### config.mk
export PLATFORM = sky130hd
export DESIGN_NAME = bcd_7seg
export DESIGN_NICKNAME = d
export VERILOG_FILES = /design/src/rtl/bcd_7seg.sv
export SDC_FILE = /design/constraint.sdc
export NUM_CORES = 1
export LEC_CHECK = 0
export CAP_MARGIN = 0
export CORE_AREA = 2 2 71 60
export DETAILED_ROUTE_END_ITERATION = 10
export DIE_AREA = 0 0 73 62
export PLACE_DENSITY_LB_ADDON = 0.08
export SYNTH_ARGS = -nofsm -noshare
export SYNTH_HDL_FRONTEND = slang
export SYNTH_SLANG_ARGS = --single-unit
### constraint.sdc
create_clock -name clk -period 2.19 [get_ports clk]
set_input_delay 0.438 -clock clk [delete_from_list [all_inputs] [get_ports clk]]
set_output_delay 0.438 -clock clk [all_outputs]
set_load 0.02 [all_outputs]
### src/rtl/bcd_7seg.sv
// bcd_7seg: free-running single-digit decimal counter (0..9) that drives one
// seven-segment display digit. A prescaler advances the digit once every
// CLK_FREQ clock cycles. Segments are active-low {g,f,e,d,c,b,a}, and only
// anode 0 is enabled.
module bcd_7seg #(
  parameter int CLK_FREQ = 100_000_000
) (
  input  logic       clk,
  input  logic       reset,
  output logic [6:0] seg,
  output logic [7:0] an
);

  // Prescaler width. The counter always has at least one bit, even when
  // CLK_FREQ is 1 and $clog2 would return 0.
  localparam int PW = (CLK_FREQ > 1) ? $clog2(CLK_FREQ) : 1;

  localparam logic [PW-1:0] PS_MAX  = PW'(CLK_FREQ - 1);
  localparam logic [PW-1:0] PS_ZERO = PW'(0);
  localparam logic [PW-1:0] PS_ONE  = PW'(1);

  localparam logic [3:0] DIGIT_MAX  = 4'd9;
  localparam logic [3:0] DIGIT_ZERO = 4'd0;
  localparam logic [3:0] DIGIT_ONE  = 4'd1;

  localparam logic [7:0] AN_DIGIT0 = 8'b1111_1110;

  // Maps a BCD digit to its active-low segment pattern {g,f,e,d,c,b,a}.
  // Codes 10..15 cannot occur, but they decode to a blank display.
  function automatic logic [6:0] decode_digit(input logic [3:0] d);
    logic [6:0] pat;
    case (d)
      4'd0:    pat = 7'b1000000;
      4'd1:    pat = 7'b1111001;
      4'd2:    pat = 7'b0100100;
      4'd3:    pat = 7'b0110000;
      4'd4:    pat = 7'b0011001;
      4'd5:    pat = 7'b0010010;
      4'd6:    pat = 7'b0000010;
      4'd7:    pat = 7'b1111000;
      4'd8:    pat = 7'b0000000;
      4'd9:    pat = 7'b0010000;
      default: pat = 7'b1111111;
    endcase
    return pat;
  endfunction

  // Returns the next decimal digit, wrapping 9 back to 0.
  function automatic logic [3:0] next_digit(input logic [3:0] d);
    logic [3:0] nd;
    if (d == DIGIT_MAX) begin
      nd = DIGIT_ZERO;
    end else begin
      nd = d + DIGIT_ONE;
    end
    return nd;
  endfunction

  logic [PW-1:0] prescaler;
  logic [3:0]    digit;
  logic          tick;

  // A tick fires on the final prescaler count of each CLK_FREQ-cycle period.
  always_comb begin
    tick = 1'b0;
    if (prescaler == PS_MAX) begin
      tick = 1'b1;
    end else begin
      tick = 1'b0;
    end
  end

  // Prescaler: counts 0..CLK_FREQ-1. Reset takes priority over a tick.
  always_ff @(posedge clk) begin
    if (reset) begin
      prescaler <= PS_ZERO;
    end else if (tick) begin
      prescaler <= PS_ZERO;
    end else begin
      prescaler <= prescaler + PS_ONE;
    end
  end

  // Digit register: advances on each tick. Reset wins, so a reset that
  // lands on a tick edge leaves no partial increment.
  always_ff @(posedge clk) begin
    if (reset) begin
      digit <= DIGIT_ZERO;
    end else if (tick) begin
      digit <= next_digit(digit);
    end else begin
      digit <= digit;
    end
  end

  // The segment decode depends only on the digit register, so seg changes
  // only on the edge where the digit changes.
  always_comb begin
    seg = decode_digit(digit);
  end

  // Single digit with no multiplexing: anode 0 stays enabled, even in reset.
  always_comb begin
    an = AN_DIGIT0;
  end

endmodule

==> results of run 1 <==
==> synthesized netlist by cell type, drive strengths merged, types with 3 or more instances <==
| library cell | n | area [um^2] |
|---|---|---|
| mux2 | 3 | 33.8 |
| mux2i | 4 | 40.0 |
| and3 | 11 | 68.8 |
| nand3 | 9 | 57.6 |
| xor2 | 14 | 123 |
| ha | 8 | 100 |
| nor3 | 3 | 20.0 |
| buf | 8 | 60.1 |
| nand4 | 6 | 37.5 |
| and2 | 3 | 18.8 |
| nor2 | 36 | 135 |
| nand2 | 11 | 41.3 |
| inv | 9 | 33.8 |
| a21oi | 6 | 30.0 |
| dfxtp | 38 | 761 |
| xnor2 | 12 | 105 |
==> worst min path at each step <==
stage	from	end	slack (ns)	depth (start not counted)
after floorplan	prescaler[0]	prescaler[0]	0.43	1
final	prescaler[22]	prescaler[22]	0.53	2
after detailed placement	prescaler[22]	prescaler[22]	0.52	2
after CTS	prescaler[22]	prescaler[22]	0.54	2
after global routing	prescaler[22]	prescaler[22]	0.56	2
after global placement	prescaler[22]	prescaler[22]	0.49	2
==> power by group <==
group / leakage (nW) / switching [mW] / internal [mW]
Combinational: 0.739 / 0.0313 / 0.0195
Clock: 0.0438 / 0.240 / 0.213
Sequential: 0.308 / 0.00434 / 0.696
==> state kept, by name (all words and copies together) (netlist names) <==
register,flops
prescaler,27
seg,7
digit,4
==> cells in the final DEF, fill, tap and decap left out, types with 2 or more instances in the layout <==
master and n:
sky130_fd_sc_hd__buf_4 37, sky130_fd_sc_hd__nor2_1 36, sky130_fd_sc_hd__dfxtp_1 34, sky130_fd_sc_hd__xor2_1 14, sky130_fd_sc_hd__xnor2_1 12, sky130_fd_sc_hd__and3_1 11
sky130_fd_sc_hd__nand2_1 10, sky130_fd_sc_hd__nand3_1 8, sky130_fd_sc_hd__conb_1 8, sky130_fd_sc_hd__clkdlybuf4s50_1 8, sky130_fd_sc_hd__inv_1 6, sky130_fd_sc_hd__nand4_1 6
sky130_fd_sc_hd__ha_4 5, sky130_fd_sc_hd__clkbuf_8 5, sky130_fd_sc_hd__buf_6 5, sky130_fd_sc_hd__mux2i_1 4, sky130_fd_sc_hd__a21oi_1 4, sky130_fd_sc_hd__dfxtp_2 4
sky130_fd_sc_hd__nor3_1 2, sky130_fd_sc_hd__or4_4 2, sky130_fd_sc_hd__mux2_4 2, sky130_fd_sc_hd__inv_2 2, sky130_fd_sc_hd__and2_1 2, sky130_fd_sc_hd__and4_1 2
sky130_fd_sc_hd__ha_1 2, sky130_fd_sc_hd__clkinv_2 2
==> kinds of logic after synthesis <==
| logic type | after synthesis | synth area share |
|---|---|---|
| XOR/XNOR | 26 | 0.122 |
| buffers and inverters | 19 | 0.0542 |
| other | 2 | 0.00401 |
| adder cells (fa/ha/maj) | 8 | 0.0535 |
| AO/OA/AOI/OAI | 14 | 0.0555 |
| multiplexers | 7 | 0.0394 |
| flip-flops | 38 | 0.406 |
| AND/OR/NAND/NOR | 89 | 0.265 |
==> metal layers <==
metal	track usage	vias to the layer above	wire, um
met2	0.331	27	1910
met4	0.0847	0	75
met1	0.268	711	1980
met5	0	-	0
li1	-	778	-
met3	0.0661	9	163
==> area by class of cell <==
type	instances	area, um^2	share of cell area
Timing Repair Buffer	51	434	0.170
Multi-Input combinational cell	152	1180	0.462
Clock buffer	5	68.8	0.0270
Clock inverter	2	10.0	0.00392
Sequential cell	38	766	0.300
Tap cell	46	57.6	0.0225
Inverter	9	36.3	0.0142
==> per-stage QoR <==
step / power, mW / hold slack, ns
after CTS: 1.22 / 0.539
after global routing: 1.25 / 0.563
after global placement: 0.765 / 0.487
after floorplan: 0.755 / 0.432
after detailed placement: 0.766 / 0.517
final: 1.20 / 0.530
==> worst max-delay path: stages, from the launching register on <==
cell                      delay, ns
sky130_fd_sc_hd__dfxtp_2       0.32
sky130_fd_sc_hd__or4b_4        0.55
sky130_fd_sc_hd__nor3b_4       0.28
sky130_fd_sc_hd__nand3_4       0.13
sky130_fd_sc_hd__mux2_4        0.31
sky130_fd_sc_hd__and2_4        0.18
sky130_fd_sc_hd__ha_2          0.17
sky130_fd_sc_hd__mux2i_1       0.14
sky130_fd_sc_hd__a21oi_1       0.09
==> timing repair <==
action                     CTS  global route
pin swaps                   13             7
hold buffers                 0             0
buffers inserted             5             1
resized for setup           22             7
setup endpoints to repair    7             7
==> impl_metrics.toml, run 1 <==
[placed_design]
placement.io_buffers = 8
routability_congestion = 0.818
dp_cells = 292
placed_area_um2 = 2290
pre_cts_ws_ns = -0.134
post-dp-hpwl_mm = 3.02

[global_routing]
grt_usage = 0.209
grt_antenna_before_repair = 0
grt_pass1_wl_mm = 7.10
grt_overflow = 0
largest_net_degree_at_the_start_of_global_routing = 20
via_count_of_the_first_global_routing_pass = 1539

[timing]
finalWorstPathRequiredPeriod_ns = 2.27
final_hold_viol_count = 0
fin_ws_ns = -0.0828
setup_total_negative_slack_ns = -0.411
setup_viol = 7
max_freq_mhz = 440
slew_viol_final = 0
final.setup_skew_ns = 0.00623
grt_setup_unrepaired = "yes"
min_period_over_period = 1.04

[synth]
syn-mean-instance-area_um2 = 9.22
synthDistinctLibCells = 37
synthFlopType = "sky130_fd_sc_hd__dfxtp_1"
synthCells = 203
ys_seq_elements = 38
syn_warnings = 0
syn-cell-area_um2 = 1870
ys_async_sr_fraction = 0
synth_edf_count = 0
synth.yosys.seq_area_share = 0.406

[cells_and_area]
n_antenna_cell = 0
synthesis_to_layout_area_growth_pct = 36.4
fillCellCount = 314
design_area_um2 = 2550
postLayoutCoreUtil = 0.652
fin_cells = 303
final_net_count = 267
proportion_of_layout_cells_with_a_drive_suffix_above_1 = 0.319

[run_status]
run_status = "complete, but fails checks"
violations = "setup timing"

[setup_path]
critPathMaxFanout = 5
cp-start-kind = "flip-flop"
r2r_cells = 8
rr_startpoint = "prescaler[25]"
crit_start = "prescaler[25]"
required_time_of_the_critical_path_ns = 2.37
timing.reg2reg.setup_slack_ns = -0.08
r2r-end = "seg[6]"
cp-end-kind = "flip-flop"
path_class = "flip-flop to flip-flop"
cp.arrival_ns = 2.46
worst_setup_path_endpoint = "seg[6]"

[route]
initialDrtViolationCount = 53
routedWlPerCell_um = 13.6
drtAntennaViolNets = 0
viasPerCell = 5.03
num_vias = 1525
drc = 0
detailedRoute.firstPassIterationCount = 4
total_wirelength_mm = 4.13

[die]
placeable_area_um2 = 3920
design.portCount = 17
floorplan.initialDensity = 0.478
dieArea_um2 = 4530
die_height_um = 62
die_w_um = 73
row_count = 21

[clock_network]
htree_levels = 2
clock_tree_buffer_depth = 2
clk_pin_slew_ns = 0.07
tritoncts.num_buffers = 5
cts-root-buf = "sky130_fd_sc_hd__clkbuf_8"
cts.sinks = 38
clk-insertion-delay-late_ns = 0.29
cts_tree = "done"

[min_path]
worstHoldPathType = "flip-flop to flip-flop"

[power]
power.leakage_nw = 1.09
power_density_nw_per_um2 = 472
vdd_ir_drop_max_mv = 0.324

[flow_run]
max_cap_viols = 0
(Power assumes the default switching activity.)
==> run 2, diff against run 1 <==
--- a/config.mk
+++ b/config.mk
@@ -6,10 +6,11 @@
 export NUM_CORES = 1
 export LEC_CHECK = 0
 export CAP_MARGIN = 0
-export CORE_AREA = 2 2 71 60
+export CORE_AREA = 2 2 89 48
 export DETAILED_ROUTE_END_ITERATION = 10
-export DIE_AREA = 0 0 73 62
+export DIE_AREA = 0 0 91 50
 export PLACE_DENSITY_LB_ADDON = 0.08
+export SKIP_CTS_REPAIR_TIMING = 1
 export SYNTH_ARGS = -nofsm -noshare
 export SYNTH_HDL_FRONTEND = slang
 export SYNTH_SLANG_ARGS = --single-unit
==> run 2 against run 1 <==
  * The flow still finishes with violations (setup timing)
  * Clock-buffer cell count increased by 1
  * Power is 4.7% higher
  * Global-route usage fell by 0.74 points
  * Combinational power rose by 1%
  * Sequential share of layout area grew 0.20 points
  * Worst setup slack got worse by 0.17 ns
  * Maximum frequency fell by 7.0%
  * Critical path type unchanged
  * Largest cell class unchanged
==> impl_metrics.toml, run 2 (synthesis gave the netlist of run 1 again) <==
[run_status]
run_status = "complete, but fails checks"
violations = "setup timing"

[clock_network]
tritoncts.num_buffers = 5
cts_tree = "done"
cts.sinks = 38
cts-root-buf = "sky130_fd_sc_hd__clkbuf_8"
htree_levels = 2
clk-insertion-delay-late_ns = 0.29
clk_pin_slew_ns = 0.08
clock_tree_buffer_depth = 2

[route]
initialDrtViolationCount = 88
detailedRoute.firstPassIterationCount = 4
drtAntennaViolNets = 0
drc = 0
num_vias = 1536
viasPerCell = 4.86
total_wirelength_mm = 4.27
routedWlPerCell_um = 13.5

[cells_and_area]
multiInputGateArea_um2 = 1120
design_area_um2 = 2540
number_of_flip_flops_under_the_largest_register_name = 27
n_antenna_cell = 0
postLayoutCoreUtil = 0.675
final_net_count = 271
fin_cells = 316
largest_register = "prescaler"
fillCellCount = 313
proportion_of_layout_cells_with_a_drive_suffix_above_1 = 0.321
final-seq-area_um2 = 767
final_common_cell = "sky130_fd_sc_hd__buf_4"
mostFrequentLayoutCells = "43 x sky130_fd_sc_hd__buf_4, 34 x sky130_fd_sc_hd__nor2_1, 33 x sky130_fd_sc_hd__dfxtp_1"
synthesis_to_layout_area_growth_pct = 35.7

[timing]
final.setup_skew_ns = 0.00841
grt_setup_unrepaired = "yes"
min_period_over_period = 1.12
setup_viol = 8
fin_ws_ns = -0.253
finalWorstPathRequiredPeriod_ns = 2.44
slew_viol_final = 0
final_hold_viol_count = 0
max_freq_mhz = 409

[power]
vdd_ir_drop_max_mv = 0.431
fin_total_pwr_mw = 1.26
power_density_nw_per_um2 = 497
power.leakage_nw = 1.10

[global_routing]
largest_net_degree_at_the_start_of_global_routing = 26
grt_antenna_before_repair = 0
via_count_of_the_first_global_routing_pass = 1422
grt_pass1_wl_mm = 7.02
grt_overflow = 0
grt_usage = 0.202

[die]
design.portCount = 17
die_w_um = 91
row_count = 16
floorplan.initialDensity = 0.497
placeable_area_um2 = 3760
die_height_um = 50
dieArea_um2 = 4550

[placed_design]
placement.io_buffers = 8
pre_cts_ws_ns = -0.179
post-dp-hpwl_mm = 3.14
routability_congestion = 0.895
dp_cells = 302
placed_area_um2 = 2320

[setup_path]
path_class = "flip-flop to flip-flop"
critPathMaxFanout = 6
cp-end-kind = "flip-flop"
cp-start-kind = "flip-flop"
cp.arrival_ns = 2.62
required_time_of_the_critical_path_ns = 2.36

[flow_run]
max_cap_viols = 0

[min_path]
worstHoldPathType = "flip-flop to flip-flop"
==> run 2: worst max-delay path: stages, from the launching register on <==
cell                      delay, ns
sky130_fd_sc_hd__dfxtp_2       0.33
sky130_fd_sc_hd__or4_4         0.54
sky130_fd_sc_hd__nor4_4        0.32
sky130_fd_sc_hd__nand3_4       0.18
sky130_fd_sc_hd__mux2_4        0.39
sky130_fd_sc_hd__inv_4         0.08
sky130_fd_sc_hd__ha_1          0.13
sky130_fd_sc_hd__inv_1         0.05
sky130_fd_sc_hd__o32a_1        0.30
==> run 2: through the flow <==
stage / hold WS (ns) / TNS, ns
final: 0.513 / -1.38
after floorplan: 0.432 / -0.289
after detailed placement: 0.502 / -1.05
after global routing: 0.557 / -2.06
after CTS: 0.523 / -1.17
after global placement: 0.486 / -0.615
==> run 2: worst paths after layout <==
| path | startpoint | to | slack (ns) | cells past startpoint |
|---|---|---|---|---|
| worst max register to register | prescaler[10] | seg[4] | -0.25 | 8 |
| worst min register to register | prescaler[26] | prescaler[26] | 0.51 | 2 |
| worst max-delay path | prescaler[10] | seg[4] | -0.25 | 8 |
| worst min-delay path | prescaler[26] | prescaler[26] | 0.51 | 2 |
==> run 2: final cells by class <==
type	count	area share
Multi-Input combinational cell	152	0.440
Sequential cell	38	0.302
Timing Repair Buffer	55	0.180
Clock buffer	6	0.0325
Tap cell	54	0.0266
Inverter	9	0.0143
Clock inverter	2	0.00493
==> run 2: metal layers <==
| metal | global-route usage | wire length, um |
|---|---|---|
| met1 | 0.320 | 2420 |
| met2 | 0.257 | 1670 |
| met3 | 0.0535 | 172 |
| met4 | 0.0581 | 14 |
| met5 | 0 | 0 |
==> run 2: power breakdown <==
| part | switching (mW) | total [mW] | internal, mW |
|---|---|---|---|
| Sequential | 0.00403 | 0.700 | 0.696 |
| Combinational | 0.0325 | 0.0515 | 0.0190 |
| Clock | 0.257 | 0.510 | 0.253 |
| Total | 0.293 | 1.26 | 0.968 |
==> run 3, diff against run 2 <==
--- a/config.mk
+++ b/config.mk
@@ -10,6 +10,7 @@
 export DETAILED_ROUTE_END_ITERATION = 10
 export DIE_AREA = 0 0 91 50
 export PLACE_DENSITY_LB_ADDON = 0.08
+export REMOVE_ABC_BUFFERS = 1
 export SKIP_CTS_REPAIR_TIMING = 1
 export SYNTH_ARGS = -nofsm -noshare
 export SYNTH_HDL_FRONTEND = slang
==> run 3 against run 2 <==
  * Clock skew fell by 0.0051 ns
  * The run still ends with setup timing left
  * Largest power group unchanged
  * Power is 3.6% higher
  * Combinational power is essentially flat
  * Critical path type unchanged
==> impl_metrics.toml, run 3 (synthesis gave the netlist of run 1 again) <==
[power]
power.leakage_nw = 1.03
fin_total_pwr_mw = 1.31
power_density_nw_per_um2 = 545
vdd_ir_drop_max_mv = 0.296

[cells_and_area]
final_net_count = 259
mostFrequentLayoutCells = "37 x sky130_fd_sc_hd__dfxtp_1, 36 x sky130_fd_sc_hd__nor2_1, 32 x sky130_fd_sc_hd__buf_4"
synthesis_to_layout_area_growth_pct = 28.0
final-seq-area_um2 = 762
postLayoutCoreUtil = 0.637
final_common_cell = "sky130_fd_sc_hd__dfxtp_1"
multiInputGateArea_um2 = 1060
n_antenna_cell = 0
fillCellCount = 342
largest_register = "prescaler"
proportion_of_layout_cells_with_a_drive_suffix_above_1 = 0.252
number_of_flip_flops_under_the_largest_register_name = 27

[route]
initialDrtViolationCount = 69
num_vias = 1565
total_wirelength_mm = 4.24
viasPerCell = 5.15
detailedRoute.firstPassIterationCount = 4
drc = 0
drtAntennaViolNets = 0
routedWlPerCell_um = 14.0

[die]
row_count = 16
die_w_um = 91
floorplan.initialDensity = 0.497
design.portCount = 17
dieArea_um2 = 4550
die_height_um = 50
placeable_area_um2 = 3760

[clock_network]
cts-root-buf = "sky130_fd_sc_hd__clkbuf_8"
clock_tree_buffer_depth = 2
htree_levels = 2
clk-insertion-delay-late_ns = 0.29
cts_tree = "done"
tritoncts.num_buffers = 5
clk_pin_slew_ns = 0.07
cts.sinks = 38

[timing]
fin_ws_ns = -0.269
setup_viol = 8
finalWorstPathRequiredPeriod_ns = 2.46
max_freq_mhz = 407
final.setup_skew_ns = 0.00329
final_hold_viol_count = 0
grt_setup_unrepaired = "yes"
slew_viol_final = 0
min_period_over_period = 1.12

[global_routing]
largest_net_degree_at_the_start_of_global_routing = 26
grt_usage = 0.204
grt_overflow = 0
grt_pass1_wl_mm = 7.05
grt_antenna_before_repair = 0
via_count_of_the_first_global_routing_pass = 1426

[run_status]
run_status = "complete, but fails checks"
violations = "setup timing"

[placed_design]
routability_congestion = 0.912
post-dp-hpwl_mm = 3.19
placement.io_buffers = 8
pre_cts_ws_ns = -0.228

[setup_path]
critPathMaxFanout = 4
critical_path_max_stage_delay_ns = 0.55
slowest_library_cell_on_the_worst_path = "sky130_fd_sc_hd__or4_4"
cp-start-kind = "flip-flop"
required_time_of_the_critical_path_ns = 2.42
cp-end-kind = "flip-flop"
path_class = "flip-flop to flip-flop"
cp.arrival_ns = 2.69
cp_num_buf_inv = 0
path_cells = "or4_4 -> nor4_4 -> nand3_4 -> nor2_1 -> mux2_4 -> nand2_1 -> ha_1 -> o21ai_0 -> o32a_1"
critPathTopFamily = "simple AND/OR/NAND/NOR gates"

[flow_run]
max_cap_viols = 0

[min_path]
worstHoldPathType = "flip-flop to flip-flop"
-- run 3: changes by cell type in the layout (fill, tap and decap cells not counted), moves of 2 or more --
| cell | change |
|---|---|
| sky130_fd_sc_hd__ha_4 | -3 |
| sky130_fd_sc_hd__dfxtp_1 | +4 |
| sky130_fd_sc_hd__ha_1 | +2 |
| sky130_fd_sc_hd__nand2_1 | +2 |
| sky130_fd_sc_hd__clkbuf_8 | +2 |
| sky130_fd_sc_hd__dfxtp_2 | -4 |
| sky130_fd_sc_hd__nor2_2 | -2 |
| sky130_fd_sc_hd__nor2_1 | +2 |
| sky130_fd_sc_hd__buf_4 | -11 |
-- run 3: worst paths after layout --
kind,slack [ns],endpoint,depth (start not counted),startpoint
max,-0.27,seg[4],9,prescaler[19]
min,0.53,prescaler[22],2,prescaler[22]
max reg2reg,-0.27,seg[4],9,prescaler[19]
min reg2reg,0.53,prescaler[22],2,prescaler[22]
-- run 3: routing by layer --
layer / share of wire / track usage
met4: 0.013 / 0.0682
met1: 0.54 / 0.310
met3: 0.054 / 0.0550
met5: 0 / 0
met2: 0.39 / 0.273
-- run 3: area by class of cell --
| cell class | instances | share of cell area |
|---|---|---|
| inverter | 9 | 0.0151 |
| multi-input combinational | 152 | 0.441 |
| sequential | 38 | 0.318 |
| timing repair buffer | 43 | 0.151 |
| clock buffer | 8 | 0.0460 |
| tap | 54 | 0.0282 |
-- run 3: power breakdown --
part           switching, mW  internal, mW  leakage (nW)
Clock                  0.239         0.318        0.0575
Combinational         0.0334        0.0179         0.661
Sequential           0.00290         0.695         0.307
-- run 3: through the flow --
stage	hold WS [ns]	setup TNS (ns)	instances	instance area, um^2
2_1_floorplan	0.430	-0.498	199	1830
4_1_cts	0.541	-1.12	303	2350
3_3_place_gp	0.490	-0.823	295	2240
3_5_place_dp	0.524	-1.08	295	2240
6_report	0.531	-1.15	304	2400
5_1_grt	0.570	-1.90	304	2400
-- run 3: tightest hold or removal path, cell delays in order (launching register included) --
cell and delay [ns]:
sky130_fd_sc_hd__dfxtp_1 0.35, sky130_fd_sc_hd__xor2_1 0.07, sky130_fd_sc_hd__nor2_1 0.08
